`src/rtl/gf_pkg.sv`:
```
// Shared definitions for the guided-filter stage sequencer: image geometry,
// shared-RAM port widths and the sequencer state encoding.
package gf_pkg;

  localparam int IMG_W   = 300;
  localparam int IMG_H   = 210;
  localparam int PIX_CNT = IMG_W * IMG_H;  // 63000 pixels per frame

  localparam int ADDR_W  = 16;
  localparam int DATA_W  = 24;

  typedef enum logic [2:0] {
    IDLE   = 3'd0,
    LAUNCH = 3'd1,
    WAIT   = 3'd2,
    NEXT   = 3'd3,
    DONE   = 3'd4,
    ERR    = 3'd5
  } gf_state_e;

endpackage

```
`src/rtl/gf_bus_mux.sv`:
```
// Shared RAM port multiplexer: while enabled, forwards the selected stage's
// slice of the flattened per-stage buses; otherwise drives an all-zero port.
module gf_bus_mux #(
  parameter int N      = 6,
  parameter int ADDR_W = 16,
  parameter int DATA_W = 24,
  parameter int SEL_W  = 3
) (
  input  logic [SEL_W-1:0]    sel,
  input  logic                en,
  input  logic [N-1:0]        s_wrenA,
  input  logic [N-1:0]        s_wrenB,
  input  logic [ADDR_W*N-1:0] s_iAddrA,
  input  logic [ADDR_W*N-1:0] s_iAddrB,
  input  logic [DATA_W*N-1:0] s_iDataB,
  output logic                wrenA,
  output logic                wrenB,
  output logic [ADDR_W-1:0]   iAddrA,
  output logic [ADDR_W-1:0]   iAddrB,
  output logic [DATA_W-1:0]   iDataB
);
  import gf_pkg::*;

  // Select one stage slice; an out-of-range select leaves the port at zero.
  always_comb begin
    // NOTE: every output gets a default before any conditional assignment,
    // so no path leaves a value unassigned and no latch is inferred.
    wrenA  = 1'b0;
    wrenB  = 1'b0;
    iAddrA = '0;
    iAddrB = '0;
    iDataB = '0;
    if (en) begin
      for (int k = 0; k < N; k++) begin
        if (sel == SEL_W'(k)) begin
          wrenA  = s_wrenA[k];
          wrenB  = s_wrenB[k];
          iAddrA = s_iAddrA[k*ADDR_W +: ADDR_W];
          iAddrB = s_iAddrB[k*ADDR_W +: ADDR_W];
          iDataB = s_iDataB[k*DATA_W +: DATA_W];
        end
      end
    end
  end

endmodule

```
`src/rtl/gf_stage_seq.sv`:
```
// Guided-filter stage sequencer: launches stages 0..NUM_STAGES-1 one at a
// time, grants the shared RAM port to the active stage, and aborts a frame
// with a sticky error when a stage exceeds its done timeout.
module gf_stage_seq #(
  parameter  int NUM_STAGES = 6,
  parameter  int TIMEOUT    = 65536,
  parameter  int ADDR_W     = gf_pkg::ADDR_W,
  parameter  int DATA_W     = gf_pkg::DATA_W,
  localparam int SEL_W      = (NUM_STAGES > 1) ? $clog2(NUM_STAGES) : 1
) (
  input  logic                         iCLK,
  input  logic                         iRST_N,
  input  logic                         start,
  output logic [NUM_STAGES-1:0]        stage_ena,
  input  logic [NUM_STAGES-1:0]        stage_done,
  input  logic [NUM_STAGES-1:0]        s_wrenA,
  input  logic [NUM_STAGES-1:0]        s_wrenB,
  input  logic [ADDR_W*NUM_STAGES-1:0] s_iAddrA,
  input  logic [ADDR_W*NUM_STAGES-1:0] s_iAddrB,
  input  logic [DATA_W*NUM_STAGES-1:0] s_iDataB,
  output logic                         wrenA,
  output logic                         wrenB,
  output logic [ADDR_W-1:0]            iAddrA,
  output logic [ADDR_W-1:0]            iAddrB,
  output logic [DATA_W-1:0]            iDataB,
  output logic                         busy,
  output logic                         frame_done,
  output logic                         err,
  output logic [SEL_W-1:0]             cur_stage
);
  import gf_pkg::*;

  // One spare bit so the wait timer can never wrap back to zero.
  localparam int                TMR_W      = $clog2(TIMEOUT) + 1;
  localparam logic [TMR_W-1:0]  TMR_LAST   = TMR_W'(TIMEOUT - 1);
  localparam logic [SEL_W-1:0]  LAST_STAGE = SEL_W'(NUM_STAGES - 1);

  gf_state_e        state_q, state_d;
  logic [SEL_W-1:0] stage_q, stage_d;
  logic [TMR_W-1:0] timer_q, timer_d;
  logic             err_q,   err_d;
  logic             done_sel;
  logic             port_en;

  // Done bit of the granted stage only; other stages' done pulses are ignored.
  always_comb begin
    done_sel = 1'b0;
    for (int k = 0; k < NUM_STAGES; k++) begin
      if (stage_q == SEL_W'(k)) done_sel = stage_done[k];
    end
  end

  // Next-state logic plus the per-state launch and frame-done pulses.
  always_comb begin
    state_d    = state_q;
    stage_d    = stage_q;
    timer_d    = timer_q;
    err_d      = err_q;
    stage_ena  = '0;
    frame_done = 1'b0;
    unique case (state_q)
      IDLE: begin
        if (start) begin
          state_d = LAUNCH;
          stage_d = '0;
          err_d   = 1'b0;
        end
      end
      LAUNCH: begin
        for (int k = 0; k < NUM_STAGES; k++) begin
          stage_ena[k] = (stage_q == SEL_W'(k));
        end
        timer_d = '0;
        state_d = WAIT;
      end
      WAIT: begin
        // A done arriving in the final timeout cycle still counts as success.
        if (done_sel) begin
          state_d = (stage_q == LAST_STAGE) ? DONE : NEXT;
        end else if (timer_q == TMR_LAST) begin
          state_d = ERR;
        end else begin
          timer_d = timer_q + TMR_W'(1);
        end
      end
      NEXT: begin
        stage_d = stage_q + SEL_W'(1);
        state_d = LAUNCH;
      end
      DONE: begin
        frame_done = 1'b1;
        state_d    = IDLE;
      end
      ERR: begin
        err_d   = 1'b1;
        state_d = IDLE;
      end
      default: state_d = IDLE;
    endcase
  end

  // State, stage index, timer and sticky error; reset aborts any frame at once.
  always_ff @(posedge iCLK or negedge iRST_N) begin
    // NOTE: sequential state uses non-blocking assignments so every flop
    // samples the pre-edge values and the update order does not matter.
    if (!iRST_N) begin
      state_q <= IDLE;
      stage_q <= '0;
      timer_q <= '0;
      err_q   <= 1'b0;
    end else begin
      state_q <= state_d;
      stage_q <= stage_d;
      timer_q <= timer_d;
      err_q   <= err_d;
    end
  end

  assign busy      = (state_q == LAUNCH) || (state_q == WAIT) || (state_q == NEXT);
  assign port_en   = (state_q == LAUNCH) || (state_q == WAIT);
  assign err       = err_q;
  assign cur_stage = stage_q;

  gf_bus_mux #(
    .N      (NUM_STAGES),
    .ADDR_W (ADDR_W),
    .DATA_W (DATA_W),
    .SEL_W  (SEL_W)
  ) u_bus_mux (
    .sel      (stage_q),
    .en       (port_en),
    .s_wrenA  (s_wrenA),
    .s_wrenB  (s_wrenB),
    .s_iAddrA (s_iAddrA),
    .s_iAddrB (s_iAddrB),
    .s_iDataB (s_iDataB),
    .wrenA    (wrenA),
    .wrenB    (wrenB),
    .iAddrA   (iAddrA),
    .iAddrB   (iAddrB),
    .iDataB   (iDataB)
  );

endmodule

```
`config.mk`:
```
export PLATFORM = sky130hd
export DESIGN_NAME = gf_stage_seq
export DESIGN_NICKNAME = d
export VERILOG_FILES = /design/src/rtl/gf_pkg.sv /design/src/rtl/gf_bus_mux.sv /design/src/rtl/gf_stage_seq.sv
export SDC_FILE = /design/constraint.sdc
export NUM_CORES = 1
export LEC_CHECK = 0
export CORE_AREA = 2 2 167 169
export CTS_BUF_LIST = sky130_fd_sc_hd__clkbuf_4
export DETAILED_ROUTE_END_ITERATION = 12
export DIE_AREA = 0 0 169 171
export GPL_TIMING_DRIVEN = 0
export PLACE_DENSITY_LB_ADDON = 0.12
export SYNTH_ARGS = -nofsm -noshare
export SYNTH_HDL_FRONTEND = slang
export SYNTH_SLANG_ARGS = --single-unit
```
`constraint.sdc`:
```
create_clock -name iCLK -period 6.4 [get_ports iCLK]
set_input_delay 1.28 -clock iCLK [delete_from_list [all_inputs] [get_ports iCLK]]
set_output_delay 1.28 -clock iCLK [all_outputs]
set_load 0.01 [all_outputs]
```
==> flow_metrics.env <==
export IMPL_peakVddDrop_mv=0.166
export IMPL_final_common_cell="clkdlybuf4s50_1"
export IMPL_layout_cells_non_filler=1306
export IMPL_layout_drive_gt1_share_pct=1.88
export IMPL_viasPerCell=4.79
export IMPL_yosysTopAreaCell="dfrtp_1"
export IMPL_htreeDepth=1
export IMPL_period_minus_slack_ns=5.64
export IMPL_drv_cap=0
export IMPL_ctsResizeCount=0
export IMPL_syn_nets=889
export IMPL_internal_power_uw=1530
export IMPL_dr_pass1_iters=5
export IMPL_fp_row_count=61
export IMPL_worst_ep_arrival_time_ns=4.36
export IMPL_finalWorstSetupSlack_ns=0.765
export IMPL_slew_headroom_pct=19.5
export IMPL_synth_compound_area_share_pct=50.5
export IMPL_antenna_found_initial=8
export IMPL_fin_nets=1320
export IMPL_ys_types=45
export IMPL_die_width_um=169
export IMPL_clock_sinks=24
export IMPL_setup_tns_ns=0
export IMPL_path_class="register to output pin"
export IMPL_gp_congestion=0.833
export IMPL_drt_iter0_drc=422
export IMPL_clock_fmax_ghz=0.177
export IMPL_syn_area_um2=3950
export IMPL_yosys_warnings=0
export IMPL_required_ns=5.12
export IMPL_synth_edf_count=0
export IMPL_grt_pass1_vias=6141
export IMPL_cts_made_buffers=3
export IMPL_rsz0062_at_grt="false"
export IMPL_die_h_um=171
export IMPL_combPwrFrac_pct=89.6
export IMPL_tritoncts="built"
export IMPL_status="finished clean"
export IMPL_switchingPower_uw=1590
export IMPL_cts_setup_buffers=0
export IMPL_syn_instance_count=525
export IMPL_power_density_nw_per_um2=357
export IMPL_regArea_um2=601
export IMPL_crit_path_max_fanout=10
export IMPL_crit_path_end_kind="output pin"
export IMPL_mostFrequentLayoutCells="clkdlybuf4s50_1, o21ai_0, nand2b_1, a22oi_1"
export IMPL_clk_pin_slew_ns=0.15
export IMPL_synth_xor_area_share_pct=1.77
export IMPL_pre_cts_ws_ns=1.06
export IMPL_ant_nets=0
export IMPL_yosysTopAreaCellShare_pct=15.2
export IMPL_post_route_period_util_pct=88.1
export IMPL_dieArea_um2=28900
export IMPL_hpwl_mm=25.9
export IMPL_cts_buffer_depth=2
export IMPL_numPortBuffers=426
export IMPL_hold_viol_final=0
export IMPL_multi_input_area_um2=3060
export IMPL_seq_area_frac_synth_pct=15.2
export IMPL_seqPwrFrac_pct=6.6
export IMPL_skew_ns=0.00304
export IMPL_synthSimpleGateAreaFrac_pct=22.0
export IMPL_root_buffer="clkbuf_4"
export IMPL_drc=0
export IMPL_avgSynthCellArea_um2=7.52
export IMPL_async_reset_ff_share_pct=100
export IMPL_power_leakage_uw=0.00292
export IMPL_start_util_pct=14.4
export IMPL_synthAdderAreaFrac_pct=2.22
export IMPL_yosys_mux_area_fraction_pct=1.01
export IMPL_wire_per_inst_um=23.9
export IMPL_place_inst=1297
export IMPL_drt_total_wl_mm=31.3
export IMPL_grt_pass1_wl_mm=42.6
export IMPL_swShare_pct=51.0
export IMPL_grt_max_degree=25
export IMPL_setup_viol=0
export IMPL_via_count=6257
export IMPL_worst_pin_slew_ns=1.20
export IMPL_start_kind="register"
export IMPL_final_max_slew_violation_count=0
export IMPL_grt_overflow_total=0
export IMPL_syn_to_final_growth_pct=121
export IMPL_clkPwrFrac_pct=3.8
export IMPL_pin_count=427
export IMPL_synth_seq_cells=24
export IMPL_hold_path_class="register to register"
export IMPL_synth_top_family_by_area="compound AO/OA/AOI/OAI gates"
export IMPL_grt_usage_pct=19.8
export IMPL_ys_flop_type="dfrtp_1"
export IMPL_postCtsHoldBufs=0
export IMPL_fill_cells=2910
export IMPL_insertion_delay_ns=0.33
export IMPL_netlist_top_cells_area="dfrtp_1, a221o_1, a32oi_1"
export IMPL_core_area_um2=27300
cell type report:
class                      instances  area share [%]
clock buffer                       3           0.259
timing repair buffer             426            49.0
inverter                           8           0.345
antenna                            5           0.144
buffer                            65            2.96
multi-input combinational        428            35.1
sequential                        24            6.90
clock inverter                     1           0.345
tap                              346            4.97
Yosys cell counts (4+ instances only):
library cell  number
buf_1             13
ha_1               7
a32oi_1           57
and3_1             7
inv_1              8
o21ai_0           60
dfrtp_1           24
xnor2_1            7
a221o_1           57
mux2i_1            4
nor3_1             4
nor4_2             4
nand2b_1          60
nand4_1            6
a22oi_1           58
nor2_1            24
buf_2              5
nand3_1            5
a21oi_1           10
clkbuf_1          46
nand2_1           24
registers in the layout, indices dropped and copies added, names as in the netlist:
signal / cells
cur_stage: 3
err: 1
timer_q: 17
state_q: 3
layer usage:
| metal | vias to the layer above | global-route usage [%] | wire length [um] | part of all wire [%] |
|---|---|---|---|---|
| li1 | 3006 | - | - | - |
| met1 | 2990 | 24.7 | 12900 | 41 |
| met2 | 225 | 34.1 | 15500 | 50 |
| met3 | 30 | 5.32 | 2360 | 7.6 |
| met4 | 6 | 4.27 | 480 | 1.5 |
| met5 | - | 0 | 30 | 0.096 |
per-stage QoR:
stage | utilization, % | total power [uW] | area, um2 | hold WS (ns)
finish | 31.9 | 3110 | 8710 | 0.556
detailed placement | 31.6 | 3020 | 8640 | 0.534
floorplan | - | 1590 | 3950 | 0.498
CTS | 31.8 | 3150 | 8700 | 0.560
global route | 31.9 | 3360 | 8710 | 0.597
global placement | 31.6 | 3030 | 8640 | 0.526
cell families after synthesis:
group	count (synthesis)
compound gates	259
xor+xnor	8
fa+ha+maj	7
buf+inv	73
flops	24
mux	4
simple gates	150
power groups by stage:
stage	registers [uW]	logic, uW	clock network (uW)
2_1_floorplan	205	1380	0
3_3_place_gp	210	2820	0
3_5_place_dp	209	2810	0
4_1_cts	207	2820	123
5_1_grt	211	3030	126
6_report	207	2790	118
critical path, cell delays in order (launching register included):
cell and delay, ns:
dfrtp_1 0.48, clkbuf_1 0.38, inv_1 0.13, ha_1 0.21
clkbuf_1 0.27, nor2_1 0.50, clkbuf_1 0.50, clkbuf_1 0.53
a32oi_1 0.21, o21ai_0 0.23, clkdlybuf4s50_1 0.57
worst paths after layout:
path / from / endpoint / slack [ns] / cells past startpoint
max in group asynchronous: iRST_N / timer_q[5] / 4.13 / 1
worst max register to register: cur_stage[2] / timer_q[15] / 3.31 / 9
worst min-delay path: timer_q[15] / timer_q[15] / 0.56 / 2
worst max-delay path: cur_stage[2] / iAddrB[10] / 0.76 / 10
worst min register to register: timer_q[15] / timer_q[15] / 0.56 / 2
min in group asynchronous: iRST_N / cur_stage[0] / 1.56 / 1
Power figures use the tool's default switching activity.
